**src/rtl/spi_master_mc.sv**
```systemverilog
`default_nettype none
// ============================================================================
// Module      : spi_master_mc
// Description : Multi-chip-select SPI master. One engine serves NUM_CS
//               active-low slave selects with per-frame CPOL/CPHA,
//               programmable SCLK half-period, CS hold across frames and
//               abort. Frames run IDLE -> SETUP -> XFER -> TRAIL -> IDLE.
//               Optional macro SPI_LSB_FIRST_EN selects LSB-first shifting
//               (default build shifts MSB first).
// Revision    : 1.0 - initial release
// ============================================================================
module spi_master_mc #(
  parameter int DATA_W = 8,
  parameter int NUM_CS = 2,
  parameter int DIV_W  = 8,
  localparam int CS_W  = (NUM_CS > 1) ? $clog2(NUM_CS) : 1
) (
  input  logic              clk,
  input  logic              reset_n,
  input  logic              start,
  input  logic              abort,
  input  logic [DATA_W-1:0] tx_data,
  input  logic [CS_W-1:0]   cs_sel,
  input  logic              cpol,
  input  logic              cpha,
  input  logic [DIV_W-1:0]  clk_div,
  input  logic              hold_cs,
  output logic              busy,
  output logic              done,
  output logic              cs_err,
  output logic [DATA_W-1:0] rx_data,
  output logic              sclk,
  output logic              mosi,
  input  logic              miso,
  output logic [NUM_CS-1:0] ss_n
);

  // Number of SCLK edges per frame and the counter width needed to hold it
  localparam int c_EDGES  = 2 * DATA_W;
  localparam int c_EDGE_W = $clog2(c_EDGES + 1);

  typedef enum logic [1:0] {
    S_IDLE  = 2'd0,
    S_SETUP = 2'd1,
    S_XFER  = 2'd2,
    S_TRAIL = 2'd3
  } state_t;

  state_t                r_state;
  state_t                w_next_state;

  // Settings captured at accept so the CPU may change inputs mid-frame
  logic [DIV_W-1:0]      r_div;
  logic                  r_cpol;
  logic                  r_cpha;
  logic                  r_hold;
  logic                  r_cs_bad;

  logic [DIV_W-1:0]      r_cnt;
  logic [c_EDGE_W-1:0]   r_edge;
  logic [DATA_W-1:0]     r_tx_sr;
  logic [DATA_W-1:0]     r_rx_sr;
  logic [DATA_W-1:0]     r_rx_data;
  logic                  r_sclk;
  logic                  r_mosi;
  logic [NUM_CS-1:0]     r_ss_n;
  logic                  r_done;
  logic                  r_cs_err;

  logic                  w_tick;
  logic                  w_accept;
  logic                  w_edge_evt;
  logic                  w_last_edge;
  logic                  w_frame_end;
  logic                  w_lead;
  logic                  w_sample;
  logic                  w_shift;
  logic                  w_sel_bad;
  logic [NUM_CS-1:0]     w_sel_mask;

`ifdef SPI_LSB_FIRST_EN
  function automatic logic first_bit(input logic [DATA_W-1:0] v);
    return v[0];
  endfunction

  function automatic logic [DATA_W-1:0] tx_shift(input logic [DATA_W-1:0] v);
    return v >> 1;
  endfunction

  // First received bit ends up in bit 0 after DATA_W samples
  function automatic logic [DATA_W-1:0] rx_shift(input logic [DATA_W-1:0] v,
                                                 input logic b);
    return {b, v[DATA_W-1:1]};
  endfunction
`else
  function automatic logic first_bit(input logic [DATA_W-1:0] v);
    return v[DATA_W-1];
  endfunction

  function automatic logic [DATA_W-1:0] tx_shift(input logic [DATA_W-1:0] v);
    return v << 1;
  endfunction

  function automatic logic [DATA_W-1:0] rx_shift(input logic [DATA_W-1:0] v,
                                                 input logic b);
    return {v[DATA_W-2:0], b};
  endfunction
`endif

  // Half-period tick and edge classification; edge number is r_edge+1,
  // so an even r_edge marks an odd (leading) SCLK edge
  assign w_tick      = (r_cnt == r_div);
  assign w_accept    = (r_state == S_IDLE) && start && !abort;
  assign w_edge_evt  = (r_state == S_XFER) && w_tick;
  assign w_last_edge = w_edge_evt && (r_edge == c_EDGE_W'(c_EDGES - 1));
  assign w_frame_end = (r_state == S_TRAIL) && w_tick;
  assign w_lead      = ~r_edge[0];
  assign w_sample    = w_edge_evt && (r_cpha ? !w_lead : w_lead);
  assign w_shift     = w_edge_evt && (r_cpha ? w_lead : !w_lead);
  assign w_sel_bad   = (int'(cs_sel) >= NUM_CS);

  // Decode the requested slave index; an out-of-range index selects nobody
  always_comb begin
    w_sel_mask = '0;
    for (int i = 0; i < NUM_CS; i++) begin
      if (int'(cs_sel) == i) begin
        w_sel_mask[i] = 1'b1;
      end
    end
  end

  // State register
  always_ff @(posedge clk or negedge reset_n) begin
    if (!reset_n) begin
      r_state <= S_IDLE;
    end else begin
      r_state <= w_next_state;
    end
  end

  // Next-state logic; abort overrides everything, including a same-cycle start
  always_comb begin
    w_next_state = r_state;
    case (r_state)
      S_IDLE:  if (w_accept)    w_next_state = S_SETUP;
      S_SETUP: if (w_tick)      w_next_state = S_XFER;
      S_XFER:  if (w_last_edge) w_next_state = S_TRAIL;
      S_TRAIL: if (w_tick)      w_next_state = S_IDLE;
      default:                  w_next_state = S_IDLE;
    endcase
    if (abort) begin
      w_next_state = S_IDLE;
    end
  end

  // Half-period divider and SCLK edge counter
  always_ff @(posedge clk or negedge reset_n) begin
    if (!reset_n) begin
      r_cnt  <= '0;
      r_edge <= '0;
    end else if (abort || w_accept) begin
      r_cnt  <= '0;
      r_edge <= '0;
    end else if (r_state != S_IDLE) begin
      if (w_tick) begin
        r_cnt <= '0;
      end else begin
        r_cnt <= r_cnt + DIV_W'(1);
      end
      if (w_edge_evt) begin
        r_edge <= r_edge + c_EDGE_W'(1);
      end
    end
  end

  // Frame settings latched on accept
  always_ff @(posedge clk or negedge reset_n) begin
    if (!reset_n) begin
      r_div    <= '0;
      r_cpol   <= 1'b0;
      r_cpha   <= 1'b0;
      r_hold   <= 1'b0;
      r_cs_bad <= 1'b0;
    end else if (w_accept) begin
      r_div    <= clk_div;
      r_cpol   <= cpol;
      r_cpha   <= cpha;
      r_hold   <= hold_cs;
      r_cs_bad <= w_sel_bad;
    end
  end

  // Pin drivers, shift registers and completion pulses
  always_ff @(posedge clk or negedge reset_n) begin
    if (!reset_n) begin
      r_tx_sr   <= '0;
      r_rx_sr   <= '0;
      r_rx_data <= '0;
      r_sclk    <= 1'b0;
      r_mosi    <= 1'b0;
      r_ss_n    <= '1;
      r_done    <= 1'b0;
      r_cs_err  <= 1'b0;
    end else begin
      r_done   <= 1'b0;
      r_cs_err <= 1'b0;
      if (abort) begin
        r_ss_n <= '1;
        r_sclk <= r_cpol;
        r_mosi <= 1'b0;
      end else if (w_accept) begin
        // New select replaces any CS held from the previous frame
        r_ss_n  <= ~w_sel_mask;
        r_sclk  <= cpol;
        r_rx_sr <= '0;
        if (cpha) begin
          r_mosi  <= 1'b0;
          r_tx_sr <= tx_data;
        end else begin
          r_mosi  <= first_bit(tx_data);
          r_tx_sr <= tx_shift(tx_data);
        end
      end else begin
        if (w_edge_evt) begin
          r_sclk <= ~r_sclk;
        end
        if (w_shift) begin
          r_mosi  <= first_bit(r_tx_sr);
          r_tx_sr <= tx_shift(r_tx_sr);
        end
        if (w_sample) begin
          r_rx_sr <= rx_shift(r_rx_sr, miso);
        end
        if (w_frame_end) begin
          r_done    <= 1'b1;
          r_cs_err  <= r_cs_bad;
          r_rx_data <= r_rx_sr;
          if (!r_hold) begin
            r_ss_n <= '1;
          end
        end
      end
    end
  end

  assign busy    = (r_state != S_IDLE);
  assign done    = r_done;
  assign cs_err  = r_cs_err;
  assign rx_data = r_rx_data;
  assign sclk    = r_sclk;
  assign mosi    = r_mosi;
  assign ss_n    = r_ss_n;

endmodule
`default_nettype wire

```
**config.mk**
```make
export PLATFORM = sky130hd
export DESIGN_NAME = spi_master_mc
export DESIGN_NICKNAME = d
export VERILOG_FILES = /design/src/rtl/spi_master_mc.sv
export SDC_FILE = /design/constraint.sdc
export NUM_CORES = 1
export LEC_CHECK = 0
export CAP_MARGIN = 10
export CELL_PAD_IN_SITES_DETAIL_PLACEMENT = 1
export CELL_PAD_IN_SITES_GLOBAL_PLACEMENT = 1
export CORE_ASPECT_RATIO = 2
export CORE_MARGIN = 2
export CORE_UTILIZATION = 30
export CTS_CLUSTER_SIZE = 25
export DETAILED_ROUTE_END_ITERATION = 16
export MAX_ROUTING_LAYER = met4
export PLACE_DENSITY = 0.66
export SLEW_MARGIN = 25
export SYNTH_ARGS = -nofsm -noshare
export SYNTH_HDL_FRONTEND = slang
export SYNTH_SLANG_ARGS = --single-unit
```
**constraint.sdc**
```tcl
create_clock -name clk -period 2.41 [get_ports clk]
set_input_delay 0.3615 -clock clk [delete_from_list [all_inputs] [get_ports clk]]
set_output_delay 0.3615 -clock clk [all_outputs]
set_load 0.02 [all_outputs]
```
Yosys cells after proc, flatten, opt, wreduce, memory -nomap -nowiden
Index checks and enable logic that the tools add are counted.
Widths: inputs -> output; s select.
{"block": "op_classes", "n_reduce_logical": 24, "bitwise_logic": 5, "n_eq_ne": 10, "muxes": 35, "n_addsub": 2}
{"op": "$mux 8", "n": 8}
{"op": "$mux 2", "n": 9}
{"op": "$mux 5", "n": 3}
{"op": "$mux 1", "n": 14}
{"op": "$ne 3x3->1 const B", "n": 4}
{"op": "$reduce_bool 2->1", "n": 5}
{"op": "$reduce_bool 3->1", "n": 3}
{"op": "$add 8x1->8 const B", "n": 1}
{"op": "$eq 8x8->1", "n": 1}
{"op": "$pmux 2 s4", "n": 1}
{"op": "$reduce_and 2->1", "n": 4}
{"op": "$logic_and 1x1->1", "n": 7}
{"op": "$add 5x1->5 const B", "n": 1}
{"op": "$eq 5x4->1 const B", "n": 1}
{"op": "$eq 2x2->1 const B", "n": 2}
{"op": "$not 1->1", "n": 4}
{"op": "$reduce_and 4->1", "n": 1}
{"op": "$ne 3x2->1 const B", "n": 1}
{"op": "$reduce_and 3->1", "n": 1}
{"op": "$eq 2x1->1 const B", "n": 1}
{"op": "$logic_not 2->1", "n": 1}
{"op": "$not 2->2", "n": 1}
{"op": "$logic_not 1->1", "n": 1}
{"op": "$logic_or 1x1->1", "n": 1}
{"block": "word_totals", "word_cells": 90, "ff_bits": 55, "out_inout_bits": 15, "inputBits": 25}

Depth between registers and ports, before layout
{"block": "logic_depth", "ltp_word": 6, "mapped_depth": 8, "depth_no_buf": 6}

Worst setup path after synthesis
OpenSTA, ideal clock, no wires.
{"block": "synth_path", "path_kind": "register to register", "start": "register r_state[0]", "end": "register r_rx_data[0] (netlist: rx_data[0])", "arrival_ps": 1842, "setup_time_ps": 125, "period_less_slack_ps": 1967, "path_slack_ps": 443, "path_buffers": 1, "required_ps": 2285, "stages_incl_launch_ff": 8, "cell_sequence": "dfrtp_1 -> inv_1 -> ha_1 -> clkbuf_1 -> nand2_1 -> nand2_1 -> nor4_4 -> mux2_2"}
{"block": "synth_via", "elab_chain_cells": 5, "elab_cells_between_ends": 7, "classes_between": "1 x eq/ne; 1 x bitwise; 5 x reduce/logical"}
{"element": "start, declared", "line": "49", "text": "state_t r_state;"}
{"element": "start signal, assigned", "line": "137", "text": "r_state <= w_next_state;"}
{"element": "$logic_not 2->1", "line": "113", "text": "assign w_accept = (r_state == S_IDLE) && start && !abort;"}
{"element": "$logic_and 1x1->1 (2 in a row)", "line": "113"}
{"element": "$not 1->1 (no source line)"}
{"element": "$reduce_and 3->1 (no source line) *"}
{"element": "end signal, assigned", "line": "237", "text": "r_rx_data <= r_rx_sr;"}
{"element": "end, declared", "line": "63", "text": "logic [DATA_W-1:0] r_rx_data;"}
Every way passes the cells marked *; elsewhere a longest branch is shown, timed or not.
A chain may end at the register's enable or synchronous reset.

Worst setup path after layout
{"block": "layout_path", "start": "register r_state[0]", "end": "output busy"}
{"block": "layout_via", "elab_chain_cells": 1}
{"element": "$reduce_bool 2->1", "line": "246", "text": "assign busy = (r_state != S_IDLE);"}
{"element": "end, declared", "line": "28", "text": "output logic busy,"}
Every way passes these cells.

==> qor.yml <==
clock_tree:
  cts_buffers: 5
  cts_tree: "built"
  cts_hold_buf: 0
  clk-insertion-delay-late_ns: 0.30
  clockBufferDepth: 2
  htreeDepth: 2
  clkSinkCount: 55
  clk_pin_slew_worst_paths_ns: 0.07
  cts-root-buf: "clkbuf_16"
synthesis:
  yosysMostFrequentCell: "nand2_1"
  syn_area_sq_um: 2940
  synth_top_cell_by_area: "dfrtp_1"
  synth_enable_flop_cells: 0
  synthesis.instances: 305
  synthFlopType: "dfrtp_1"
  async_flop_share_pct: 100
  yosysWarningCount: 0
  yosysSeqAreaShare_pct: 46.9
  syn-num-nets: 337
  ys_ff_latch: 55
  synthTopCellsByCount: "nand2_1 (58), dfrtp_1 (53), nor2_1 (16)"
  netlist_top_cells_area: "dfrtp_1 (45%), nand2_1 (7.4%), mux2_2 (3.4%)"
  synth_top_area_share_pct: 45.1
  synthDistinctLibCells: 49
  postSynthAreaPerCell_sq_um: 9.64
critical_path:
  endpoint: "busy"
  critPathLaunch: "r_state[0]"
  end_kind: "primary output"
  crit_chain: "inv_1 > ha_1 > buf_4 > inv_1 > dlygate4sd2_1"
  critPathRequiredTime_ns: 2.05
  max_stage_delay_ns: 0.44
  worst-setup-path-type: "reg -> out"
  crit_arrival_ns: 1.79
  path_max_fanout: 16
  path_common_cell: "inv_1"
  worst_path_max_delay_cell: "dfrtp_1"
  rrSetupSlack_ns: 0.30
  r2r_end: "rx_data[7]"
  worstReg2RegStart: "r_state[0]"
  r2r_cells: 8
  start_kind: "flop"
pwr:
  clkPwrFrac_pct: 23.1
  power.switching_uw: 1330
  p_per_area_nw_per_um2: 902
  leakagePower_uw: 0.00160
  ir_drop_mv: 0.334
  netSwitchingFraction_pct: 39.7
  p_int_uw: 2020
  power_frac_seq_pct: 37.2
  pwr-share-comb_pct: 39.6
  finalPower_uw: 3350
run:
  maxCapViolCount: 0
sta:
  fin_tns_setup_ns: 0
  finalSetupViolCount: 0
  finalMaxSlewViolations: 0
  tightest_slew_ns: 0.533
  hold_viol: 0
  fin_crit_sh_pct: 89.1
  finClkSkew_ns: 0.00859
  max_freq_ghz: 0.466
  relSlewSlack_pct: 64.0
  min_period_ns: 2.15
  rsz0062_at_grt: "no"
drt:
  drtAntennaViolNets: 0
  drcViolationCount: 0
  wl_um: 8730
  routedWlPerCell_um: 18.0
  drtPass1Iterations: 4
  drtIter0Drc: 122
  routed_via_density: 5.19
  vias: 2512
die:
  rows: 51
  io_pins: 40
  start_util_pct: 30.5
  core-area_sq_um: 9640
  die_area_sq_um: 10700
  die_y_um: 144
  die_w_um: 74.0
outcome:
  status: "complete, no violations"
placement:
  dp_hpwl_um: 6650
  io_buffers: 38
  gp_congestion: 0.811
cells_and_area:
  n_antenna_cell: 0
  syn_to_final_growth_pct: 26.2
  drive_gt1_share_pct: 13.4
  nets: 383
grt:
  grt_first_pass_wirelength_um: 14300
  grt_pass1_vias: 2807
  grt_max_degree: 21
  antenna_found_initial: 0
  gr-total-overflow: 0
  grt_usage_pct: 18.2
hold_path:
  hp-class: "in -> async"
-- cells in the final DEF, fill, tap and decap left out, drive strengths merged, types with 6 or more instances in the layout --
cell           count
buf               22
nand2             58
a211o              6
clkdlybuf4s50     36
xnor2              9
o31ai              9
a21oi             15
mux2               9
clkbuf             6
inv                7
mux2i              9
nand4             14
dfrtp             53
nor2              16
ha                 7
-- per-stage QoR --
stage	setup slack, ns	hold WS [ns]	std cells	area, sq um	utilization [%]
floorplan	0.443	0.0659	305	2940	-
global placement	0.244	0.351	476	3560	36.9
detailed placement	0.184	0.351	476	3560	36.9
CTS	0.254	0.0234	484	3710	38.5
global route	0.188	0.0482	484	3710	38.5
finish	0.263	0.0227	484	3710	38.5
-- power groups by stage --
stage / Combinational (uW) / Clock, uW / Sequential [uW]
global placement: 1310 / 0 / 1260
finish: 1330 / 775 / 1250
global route: 1460 / 833 / 1270
floorplan: 842 / 0 / 1230
detailed placement: 1340 / 0 / 1260
CTS: 1340 / 799 / 1250
-- per-layer routing --
| layer | part of all wire (%) | GRT usage (%) | vias to the layer above | wire length, um |
|---|---|---|---|---|
| met5 | 0 | - | - | 0 |
| met4 | 2.7 | 7.18 | 0 | 238 |
| met3 | 2.7 | 2.58 | 15 | 232 |
| met2 | 58 | 34.4 | 45 | 5080 |
| met1 | 36 | 17.9 | 1273 | 3180 |
| li1 | - | - | 1179 | - |
-- cells by family (layout without fill, tap and decap cells) --
group                    Yosys count  after routing  share of synthesized area [%]
flip-flops                        55             55                           46.9
XOR/XNOR                          14             14                           4.17
AO/OA/AOI/OAI                     59             59                           14.3
buffers and inverters             27             74                           3.70
other                              1              1                          0.128
AND/OR/NAND/NOR                  124            124                           21.3
multiplexers                      18             18                           6.51
adder cells (fa/ha/maj)            7              7                           2.98
-- what timing repair did --
item                                    CTS  global route
gates resized for setup                   1             0
endpoints found under the setup margin    1             0
hold endpoints to repair                  0             0
buffers inserted                          0             0
-- worst max-delay path, delay by kind of cell (launching register included) --
| family | cells | cell delay (ns) |
|---|---|---|
| adder cells (fa/ha/maj) | 1 | 0.24 |
| buffers and inverters | 4 | 0.81 |
| flip-flops | 1 | 0.44 |
-- flip-flops by register name, summed over array words and instances, names as in the netlist --
register / count
done: 1
mosi: 1
r_cnt: 8
r_cpha: 1
r_cpol: 1
r_div: 8
r_edge: 5
r_hold: 1
r_rx_sr: 8
r_state: 2
r_tx_sr: 8
rx_data: 8
sclk: 1
ss_n: 2
-- worst min path at each step --
| stage | start | endpoint | slack [ns] | depth (start not counted) |
|---|---|---|---|---|
| after global routing | reset_n | r_edge[4] | 0.05 | 1 |
| after global placement | reset_n | r_state[0] | 0.35 | 1 |
| after floorplan | reset_n | done | 0.07 | 0 |
| after CTS | reset_n | r_tx_sr[3] | 0.02 | 1 |
| final | reset_n | r_edge[4] | 0.02 | 1 |
| after detailed placement | reset_n | r_tx_sr[3] | 0.35 | 1 |
-- final cells by class --
| class | count | area, sq um |
|---|---|---|
| inverters | 7 | 26.3 |
| fillers | 1098 | 5930 |
| multi-input cells | 223 | 1450 |
| flip-flops and latches | 55 | 1380 |
| repair buffers | 59 | 532 |
| well taps | 132 | 165 |
| clock buffers | 6 | 139 |
| clock inverters | 2 | 16.3 |
Power figures use the tool's default switching activity.
